<file path="config.mk">
export PLATFORM = sky130hd
export DESIGN_NAME = hazard_ctrl_flat
export DESIGN_NICKNAME = d
export VERILOG_FILES = /design/src/rtl/hazard_ctrl_pkg.sv /design/src/rtl/hazard_ctrl_if.sv /design/src/rtl/hazard_ctrl.sv /design/src/flat_wrapper.sv
export SDC_FILE = /design/constraint.sdc
export NUM_CORES = 1
export LEC_CHECK = 0
export BUFFER_PORTS_ARGS = -buffer_cell sky130_fd_sc_hd__buf_2
export CORE_MARGIN = 8
export CORE_UTILIZATION = 25
export DETAILED_ROUTE_END_ITERATION = 16
export HOLD_SLACK_MARGIN = 0.05
export PLACE_DENSITY = 0.59
export SETUP_SLACK_MARGIN = 0.05
export SKIP_LAST_GASP = 1
export SYNTH_ARGS = -nofsm -noshare
export SYNTH_HDL_FRONTEND = slang
export SYNTH_SLANG_ARGS = --single-unit
</file>
<file path="constraint.sdc">
create_clock -name clk_i -period 1.74 [get_ports clk_i]
set_clock_uncertainty 0.05 [all_clocks]
set_input_delay 0 -clock clk_i [delete_from_list [all_inputs] [get_ports clk_i]]
set_output_delay 0 -clock clk_i [all_outputs]
set_load 0.05 [all_outputs]
</file>
<file path="src/rtl/hazard_ctrl_pkg.sv">
// hazard_ctrl_pkg: shared pipeline types and defaults for the hazard controller
package hazard_ctrl_pkg;
  typedef enum logic {RUN = 1'b0, DIV_WAIT = 1'b1} state_e;
  localparam int MDU_LAT_DEF = 34;
  localparam int DCNT_W = 8;
  function automatic logic src_hit(input logic [4:0] rs, input logic uses, input logic [4:0] rd);
    return uses && (rd != 5'd0) && (rs == rd);
  endfunction
endpackage

</file>
<file path="src/rtl/hazard_ctrl_if.sv">
// hazard_ctrl_if: ID/EX hazard inputs and stall/flush controls between pipeline and hazard unit
interface hazard_ctrl_if;
  logic [4:0] id_rs1;
  logic [4:0] id_rs2;
  logic       id_uses_rs1;
  logic       id_uses_rs2;
  logic [4:0] ex_rd;
  logic       ex_mem_read;
  logic       ex_div;
  logic       ex_branch_taken;
  logic       pc_stall;
  logic       if_id_stall;
  logic       id_ex_stall;
  logic       if_id_flush;
  logic       id_ex_flush;
  logic       ex_mem_flush;
  logic       mdu_busy;
  logic       mdu_done;
  modport master (
    output id_rs1, id_rs2, id_uses_rs1, id_uses_rs2, ex_rd, ex_mem_read, ex_div, ex_branch_taken,
    input  pc_stall, if_id_stall, id_ex_stall, if_id_flush, id_ex_flush, ex_mem_flush, mdu_busy, mdu_done
  );
  modport slave (
    input  id_rs1, id_rs2, id_uses_rs1, id_uses_rs2, ex_rd, ex_mem_read, ex_div, ex_branch_taken,
    output pc_stall, if_id_stall, id_ex_stall, if_id_flush, id_ex_flush, ex_mem_flush, mdu_busy, mdu_done
  );
endinterface

</file>
<file path="src/rtl/hazard_ctrl.sv">
// hazard_ctrl: load-use, branch-flush and multi-cycle divide stall control.
// Define HAZARD_PERF_CNT_EN to add stall_cnt_o/flush_cnt_o performance counters.
module hazard_ctrl
  import hazard_ctrl_pkg::*;
#(
  parameter int MDU_LAT = MDU_LAT_DEF,
  parameter int CNT_W   = 32
) (
  input  logic             clk_i,
  input  logic             rst_ni,
`ifdef HAZARD_PERF_CNT_EN
  output logic [CNT_W-1:0] stall_cnt_o,
  output logic [CNT_W-1:0] flush_cnt_o,
`endif
  hazard_ctrl_if.slave     hz
);
  state_e              state_q, state_d;
  logic [DCNT_W-1:0]   dcnt_q, dcnt_d;
  logic pc_stall, if_id_stall, id_ex_stall, if_id_flush, id_ex_flush, ex_mem_flush, busy, done;
  logic lu_hit;
  assign lu_hit = hz.ex_mem_read && (src_hit(hz.id_rs1, hz.id_uses_rs1, hz.ex_rd) ||
                                     src_hit(hz.id_rs2, hz.id_uses_rs2, hz.ex_rd));
  always_ff @(posedge clk_i or negedge rst_ni) begin
    if (!rst_ni) begin
      state_q <= RUN;
      dcnt_q  <= '0;
    end else begin
      state_q <= state_d;
      dcnt_q  <= dcnt_d;
    end
  end
  always_comb begin
    state_d      = state_q;
    dcnt_d       = dcnt_q;
    pc_stall     = 1'b0;
    if_id_stall  = 1'b0;
    id_ex_stall  = 1'b0;
    if_id_flush  = 1'b0;
    id_ex_flush  = 1'b0;
    ex_mem_flush = 1'b0;
    busy         = 1'b0;
    done         = 1'b0;
    if (state_q == RUN) begin
      if (hz.ex_branch_taken) begin
        if_id_flush = 1'b1;
        id_ex_flush = 1'b1;
      end else if (hz.ex_div) begin
        state_d      = DIV_WAIT;
        dcnt_d       = DCNT_W'(MDU_LAT - 2);
        pc_stall     = 1'b1;
        if_id_stall  = 1'b1;
        id_ex_stall  = 1'b1;
        ex_mem_flush = 1'b1;
        busy         = 1'b1;
      end else if (lu_hit) begin
        pc_stall    = 1'b1;
        if_id_stall = 1'b1;
        id_ex_flush = 1'b1;
      end
    end else if (dcnt_q != '0) begin
      dcnt_d       = dcnt_q - 1'b1;
      pc_stall     = 1'b1;
      if_id_stall  = 1'b1;
      id_ex_stall  = 1'b1;
      ex_mem_flush = 1'b1;
      busy         = 1'b1;
    end else begin
      state_d = RUN;
      busy    = 1'b1;
      done    = 1'b1;
    end
  end
  // outputs forced low while reset is held, whatever the pipeline presents
  assign hz.pc_stall     = rst_ni & pc_stall;
  assign hz.if_id_stall  = rst_ni & if_id_stall;
  assign hz.id_ex_stall  = rst_ni & id_ex_stall;
  assign hz.if_id_flush  = rst_ni & if_id_flush;
  assign hz.id_ex_flush  = rst_ni & id_ex_flush;
  assign hz.ex_mem_flush = rst_ni & ex_mem_flush;
  assign hz.mdu_busy     = rst_ni & busy;
  assign hz.mdu_done     = rst_ni & done;
`ifdef HAZARD_PERF_CNT_EN
  logic [CNT_W-1:0] stall_cnt_q, flush_cnt_q;
  always_ff @(posedge clk_i or negedge rst_ni) begin
    if (!rst_ni) begin
      stall_cnt_q <= '0;
      flush_cnt_q <= '0;
    end else begin
      stall_cnt_q <= stall_cnt_q + {{(CNT_W-1){1'b0}}, pc_stall};
      flush_cnt_q <= flush_cnt_q + {{(CNT_W-1){1'b0}}, if_id_flush};
    end
  end
  assign stall_cnt_o = stall_cnt_q;
  assign flush_cnt_o = flush_cnt_q;
`else
  logic unused_cnt_w;
  assign unused_cnt_w = |CNT_W;
`endif
endmodule

</file>
<file path="src/flat_wrapper.sv">
// flat-port wrapper written by rule: the top's interface ports become plain ports
module hazard_ctrl_flat import hazard_ctrl_pkg::*;
#(
  parameter int MDU_LAT = MDU_LAT_DEF,
  parameter int CNT_W   = 32
)
  (clk_i, rst_ni, hz_id_rs1, hz_id_rs2, hz_id_uses_rs1, hz_id_uses_rs2, hz_ex_rd, hz_ex_mem_read, hz_ex_div, hz_ex_branch_taken, hz_pc_stall, hz_if_id_stall, hz_id_ex_stall, hz_if_id_flush, hz_id_ex_flush, hz_ex_mem_flush, hz_mdu_busy, hz_mdu_done);
  hazard_ctrl_if hz_i ();
  input  logic clk_i;
  input  logic rst_ni;
  input wire logic [$bits(hz_i.id_rs1)-1:0] hz_id_rs1;
  input wire logic [$bits(hz_i.id_rs2)-1:0] hz_id_rs2;
  input wire logic [$bits(hz_i.id_uses_rs1)-1:0] hz_id_uses_rs1;
  input wire logic [$bits(hz_i.id_uses_rs2)-1:0] hz_id_uses_rs2;
  input wire logic [$bits(hz_i.ex_rd)-1:0] hz_ex_rd;
  input wire logic [$bits(hz_i.ex_mem_read)-1:0] hz_ex_mem_read;
  input wire logic [$bits(hz_i.ex_div)-1:0] hz_ex_div;
  input wire logic [$bits(hz_i.ex_branch_taken)-1:0] hz_ex_branch_taken;
  output wire logic [$bits(hz_i.pc_stall)-1:0] hz_pc_stall;
  output wire logic [$bits(hz_i.if_id_stall)-1:0] hz_if_id_stall;
  output wire logic [$bits(hz_i.id_ex_stall)-1:0] hz_id_ex_stall;
  output wire logic [$bits(hz_i.if_id_flush)-1:0] hz_if_id_flush;
  output wire logic [$bits(hz_i.id_ex_flush)-1:0] hz_id_ex_flush;
  output wire logic [$bits(hz_i.ex_mem_flush)-1:0] hz_ex_mem_flush;
  output wire logic [$bits(hz_i.mdu_busy)-1:0] hz_mdu_busy;
  output wire logic [$bits(hz_i.mdu_done)-1:0] hz_mdu_done;
  assign hz_i.id_rs1 = hz_id_rs1;
  assign hz_i.id_rs2 = hz_id_rs2;
  assign hz_i.id_uses_rs1 = hz_id_uses_rs1;
  assign hz_i.id_uses_rs2 = hz_id_uses_rs2;
  assign hz_i.ex_rd = hz_ex_rd;
  assign hz_i.ex_mem_read = hz_ex_mem_read;
  assign hz_i.ex_div = hz_ex_div;
  assign hz_i.ex_branch_taken = hz_ex_branch_taken;
  assign hz_pc_stall = hz_i.pc_stall;
  assign hz_if_id_stall = hz_i.if_id_stall;
  assign hz_id_ex_stall = hz_i.id_ex_stall;
  assign hz_if_id_flush = hz_i.if_id_flush;
  assign hz_id_ex_flush = hz_i.id_ex_flush;
  assign hz_ex_mem_flush = hz_i.ex_mem_flush;
  assign hz_mdu_busy = hz_i.mdu_busy;
  assign hz_mdu_done = hz_i.mdu_done;
  hazard_ctrl #(.MDU_LAT(MDU_LAT), .CNT_W(CNT_W)) u_core (.clk_i(clk_i), .rst_ni(rst_ni), .hz(hz_i));
endmodule
</file>
Word level (Yosys, flattened, before mapping)
Cells that the tools add are included.
{"block": "word_totals", "regBits": 9, "wordCells": 43}
{"block": "classes", "add_sub_neg": 1, "n_eq_ne": 4, "n_mux": 20, "bitwise_logic": 6, "n_reduce_logical": 10}
{"op": "two-way mux 8 bit", "n": 4}
{"op": "two-way mux 1 bit", "n": 16}
{"op": "== test 5 bit", "n": 2}
{"op": "nonzero test 8 bit", "n": 1}
{"op": "subtractor 8 x 1 -> 8 bit, second input constant", "n": 1}
{"op": "bitwise AND 1 bit", "n": 6}
{"op": "logical AND 1 bit", "n": 5}
{"op": "nonzero test 5 bit", "n": 1}
{"op": "AND reduction 3 bit", "n": 1}
{"op": "inequality test 2 x 1 -> 1 bit, second input constant", "n": 1}
{"op": "inequality test 2 bit, second input constant", "n": 1}
{"op": "nonzero test 2 bit", "n": 1}
{"op": "logical OR 1 bit", "n": 1}

Logic depth before layout (Yosys ltp)
{"block": "depth", "depth_word": 10, "ltp_mapped": 7, "mapped_depth_nobuf": 6}

Worst setup path before layout
Ideal clock, no wire load.
{"block": "synth_timing", "kind": "register -> output", "from": "reg u_core.dcnt_q[0]", "to": "out hz_pc_stall", "arrival_ns": 2.209, "path_slack_ns": -0.519, "path_stages_with_launch": 8, "path_buffers": 1, "path_cell_list": "dfrtp_1 > inv_1 > ha_1 > nor3b_1 > a31oi_1 > nand4_1 > o22ai_1 > buf_4"}
{"block": "synth_via", "elab_chain_cells": 4}
{"element": "start, declared", "line_no": "hazard_ctrl.sv:18", "text": "logic [DCNT_W-1:0] dcnt_q, dcnt_d;"}
{"element": "start signal, assigned", "line_no": "hazard_ctrl.sv:29", "text": "dcnt_q <= dcnt_d;"}
{"element": "nonzero test 8 bit", "line_no": "hazard_ctrl.sv:60", "text": "end else if (dcnt_q != '0) begin"}
{"element": "two-way mux 1 bit (2 in a row)"}
{"element": "bitwise AND 1 bit"}
{"element": "end, declared", "line_no": "flat_wrapper.sv:19", "text": "output wire logic [$bits(hz_i.pc_stall)-1:0] hz_pc_stall;"}
Every way passes these cells.

Worst setup path in the final report
{"block": "layout_timing", "from": "reg u_core.dcnt_q[1]", "to": "out hz_pc_stall"}
{"block": "layout_via", "elab_chain_cells": 4}
{"element": "nonzero test 8 bit", "line_no": "hazard_ctrl.sv:60"}
{"element": "two-way mux 1 bit", "line_no": "hazard_ctrl.sv:60"}
{"element": "two-way mux 1 bit", "line_no": "hazard_ctrl.sv:43", "text": "if (state_q == RUN) begin"}
{"element": "bitwise AND 1 bit", "line_no": "hazard_ctrl.sv:74", "text": "assign hz.pc_stall = rst_ni & pc_stall;"}
Every way passes these cells.

==> flow_summary.ini <==
[global_routing]
grt.overflow.total = 0
grt_max_degree = 12
grt_pass1_vias = 813
grt_pass1_wl_microns = 3840
gr-usage-all-layers = 0.0945
antenna_found_initial = 0

[power]
power_frac_comb = 0.648
finalPower_uw = 1840
seq_power_share = 0.259
p_leak_uw = 0.000551
peakVddDrop_v = 0.000885
p_int_uw = 1040
powerDensity_nw_per_um2 = 1520
p_sw_frac = 0.434
p_clk_frac = 0.093
p_switching_uw = 799

[routing]
dr_wl_met2_microns = 1020
drc = 0
initialDrtViolationCount = 18
highest_layer = met4
wl_met3_microns = 237
ant_nets = 0
route.vias.total = 808
drt_first_pass_iters = 4
wl_met1_microns = 1010
vias_per_cell = 4.99
routedWlPerCell_microns = 14.2
routed_wl_microns = 2300

[floorplanning]
die_h_microns = 69.2
rows = 19
chipWidth_microns = 69.2
boundaryPins = 30
start_util = 0.261
dieArea_sq_um = 4790
coreArea_sq_um = 2710

[placed_design]
place_ws_ns = -0.0647
place_congestion = 0.831
placed_cells = 147
port_buffers = 29
dp_hpwl_microns = 1640

[critical_path]
worst_ep_required_time_ns = 1.69
criticalPathCategory = flop to output port
crit_fanout = 3
cp-end-kind = output port
worst-path-buf-inv = 2
startpoint_type = flop
cp_cell_sequence = inv_2 > ha_4 > nor3b_4 > a31oi_1 > nand4_1 > o22ai_4 > buf_6
crit_family = flip-flops
reg2reg_slack_ns = 0.03
cp.arrival_ns = 1.67
worst_path_max_delay_cell = dfrtp_1
slowest_delay_ns = 0.36

[synthesis]
netlist_area_sq_um = 707
ys_seq_area_frac = 0.319
synth.area.mux_share = 0.0425
synth-simple-area-share = 0.320
yosysWarningCount = 0
synth_top_family_by_area = simple AND/OR/NAND/NOR gates
synth-xor-area-share = 0.124
ys_ff_latch = 9
synth.avg_cell_area_sq_um = 8.62
synth.distinct_cells = 34
synth_compound_area_frac = 0.117
synthAdderAreaFrac = 0.0354
syn-num-nets = 106
syn_inst = 82

[clocking]
cts.sinks = 9
clk_pin_slew_ns = 0.07
cts.htree.levels = 1
clock_latency_ns = 0.27
tritoncts = yes
cts-root-buf = clkbuf_4
numCtsBuffers = 3
clock_path_buffers = 2

[timing]
fin_crit_ns = 1.72
hold_viol_final = 0
relSlewSlack = 0.723
worst_pin_slew_ns = 0.416
layout_setup_ws_ns = 0.0212
fmaxAchievable_mhz = 582
post-route-period-util = 0.988
rsz0062_at_grt = yes
drv_slew = 0
setup_violations = 0

[min_path]
hold_path_class = input port to asynchronous set/reset pin

[job]
drv_cap = 0

[layout]
nets = 156
drive_gt1_frac = 0.550
instances_no_fill = 162
fin_util = 0.447
final_cell_mix = buf_2 (24), buf_4 (15), xor2_1 (8), dfrtp_1 (8), nor2_1 (6)
antennaDiodeCount = 0
area_growth_pct = 71.5
mostFrequentLayoutCell = buf_2

[status]
status = finished clean
## state kept, by name, indices dropped and copies added (netlist names)
signal          cells
u_core.dcnt_q       8
u_core.state_q      1
## tightest hold or removal path: cells and delay by family
| family | cells | cell delay [ns] |
|---|---|---|
| buffers and inverters | 3 | 0.87 |
## routing by layer
layer	track usage	vias up
met4	0.0410	0
li1	-	392
met5	0	-
met1	0.112	370
met3	0.0372	3
met2	0.147	43
## logic make-up after synthesis
kind of cell / Yosys count
AOI/OAI and AO/OA: 13
xor gates and xnor gates: 10
adders and majority gates: 2
buffers and inverters: 6
DFF: 9
muxes: 3
and+or+nand+nor: 39
## synthesized netlist by cell type (all sizes together)
| cell | count | area share |
|---|---|---|
| dfrtp | 9 | 0.32 |
| xor2 | 8 | 0.099 |
| nor2 | 7 | 0.037 |
| o21ai | 5 | 0.041 |
| nand2 | 4 | 0.021 |
| nor2b | 4 | 0.035 |
| or4 | 4 | 0.048 |
| and2 | 3 | 0.027 |
| inv | 3 | 0.016 |
| mux2i | 3 | 0.042 |
| nand3 | 3 | 0.021 |
| nor3 | 3 | 0.021 |
| nor4 | 3 | 0.027 |
| a21oi | 2 | 0.014 |
| buf | 2 | 0.021 |
| ha | 2 | 0.035 |
| or3b | 2 | 0.025 |
| xnor2 | 2 | 0.025 |
| a211oi | 1 | 0.011 |
| a31oi | 1 | 0.0089 |
| a32oi | 1 | 0.012 |
| and3 | 1 | 0.0089 |
| clkbuf | 1 | 0.0053 |
| nand2b | 1 | 0.0089 |
| nand4 | 1 | 0.0089 |
| nand4b | 1 | 0.012 |
| nor3b | 1 | 0.011 |
| o21bai | 1 | 0.011 |
| o22ai | 1 | 0.0089 |
| o31ai | 1 | 0.011 |
| or3 | 1 | 0.0089 |
## metrics by stage
step                      setup TNS (ns)  hold WS, ns  cell area [sq um]
final                                  0        0.190               1210
after global routing              -0.166        0.227               1210
after CTS                        -0.0432        0.123               1110
after detailed placement         -0.0807      -0.0665                953
after global placement           -0.0489      -0.0659                953
after floorplan                  -0.0557       -0.346                728
## power by group through the flow
stage / Clock, uW / Combinational [uW] / Sequential, uW
2_1_floorplan: 0 / 532 / 407
3_5_place_dp: 0 / 761 / 440
4_1_cts: 176 / 974 / 453
3_3_place_gp: 0 / 748 / 438
5_1_grt: 184 / 1310 / 488
6_report: 170 / 1190 / 477
## worst paths after layout
| check | startpoint | end | cells after the start |
|---|---|---|---|
| max reg2reg | u_core.dcnt_q[5]$_DFFE_PN0P_ | u_core.dcnt_q[6]$_DFFE_PN0P_ | 3 |
| min reg2reg | u_core.dcnt_q[4]$_DFFE_PN0P_ | u_core.dcnt_q[4]$_DFFE_PN0P_ | 2 |
| max in group asynchronous | rst_ni | u_core.dcnt_q[4]$_DFFE_PN0P_ | 3 |
| min | rst_ni | u_core.dcnt_q[1]$_DFFE_PN0P_ | 3 |
| min in group clk_i | hz_ex_branch_taken | u_core.dcnt_q[2]$_DFFE_PN0P_ | 4 |
| max | u_core.dcnt_q[1]$_DFFE_PN0P_ | hz_pc_stall | 7 |
## area by class of cell
cell class,instances,area [sq um]
clock buffers,4,26.3
fillers,265,1500
inverters,3,11.3
multi-input cells,67,566
flip-flops and latches,9,226
well taps,31,38.8
repair buffers,48,344
## timing repair
item | CTS | global route
pin swaps | 8 | 5
hold buffers | 1 | 0
hold endpoints to repair | 9 | 0
gates resized for setup | 20 | 20
endpoints found under the setup margin | 10 | 12
setup buffers | 7 | 3
(Power assumes the default switching activity.)
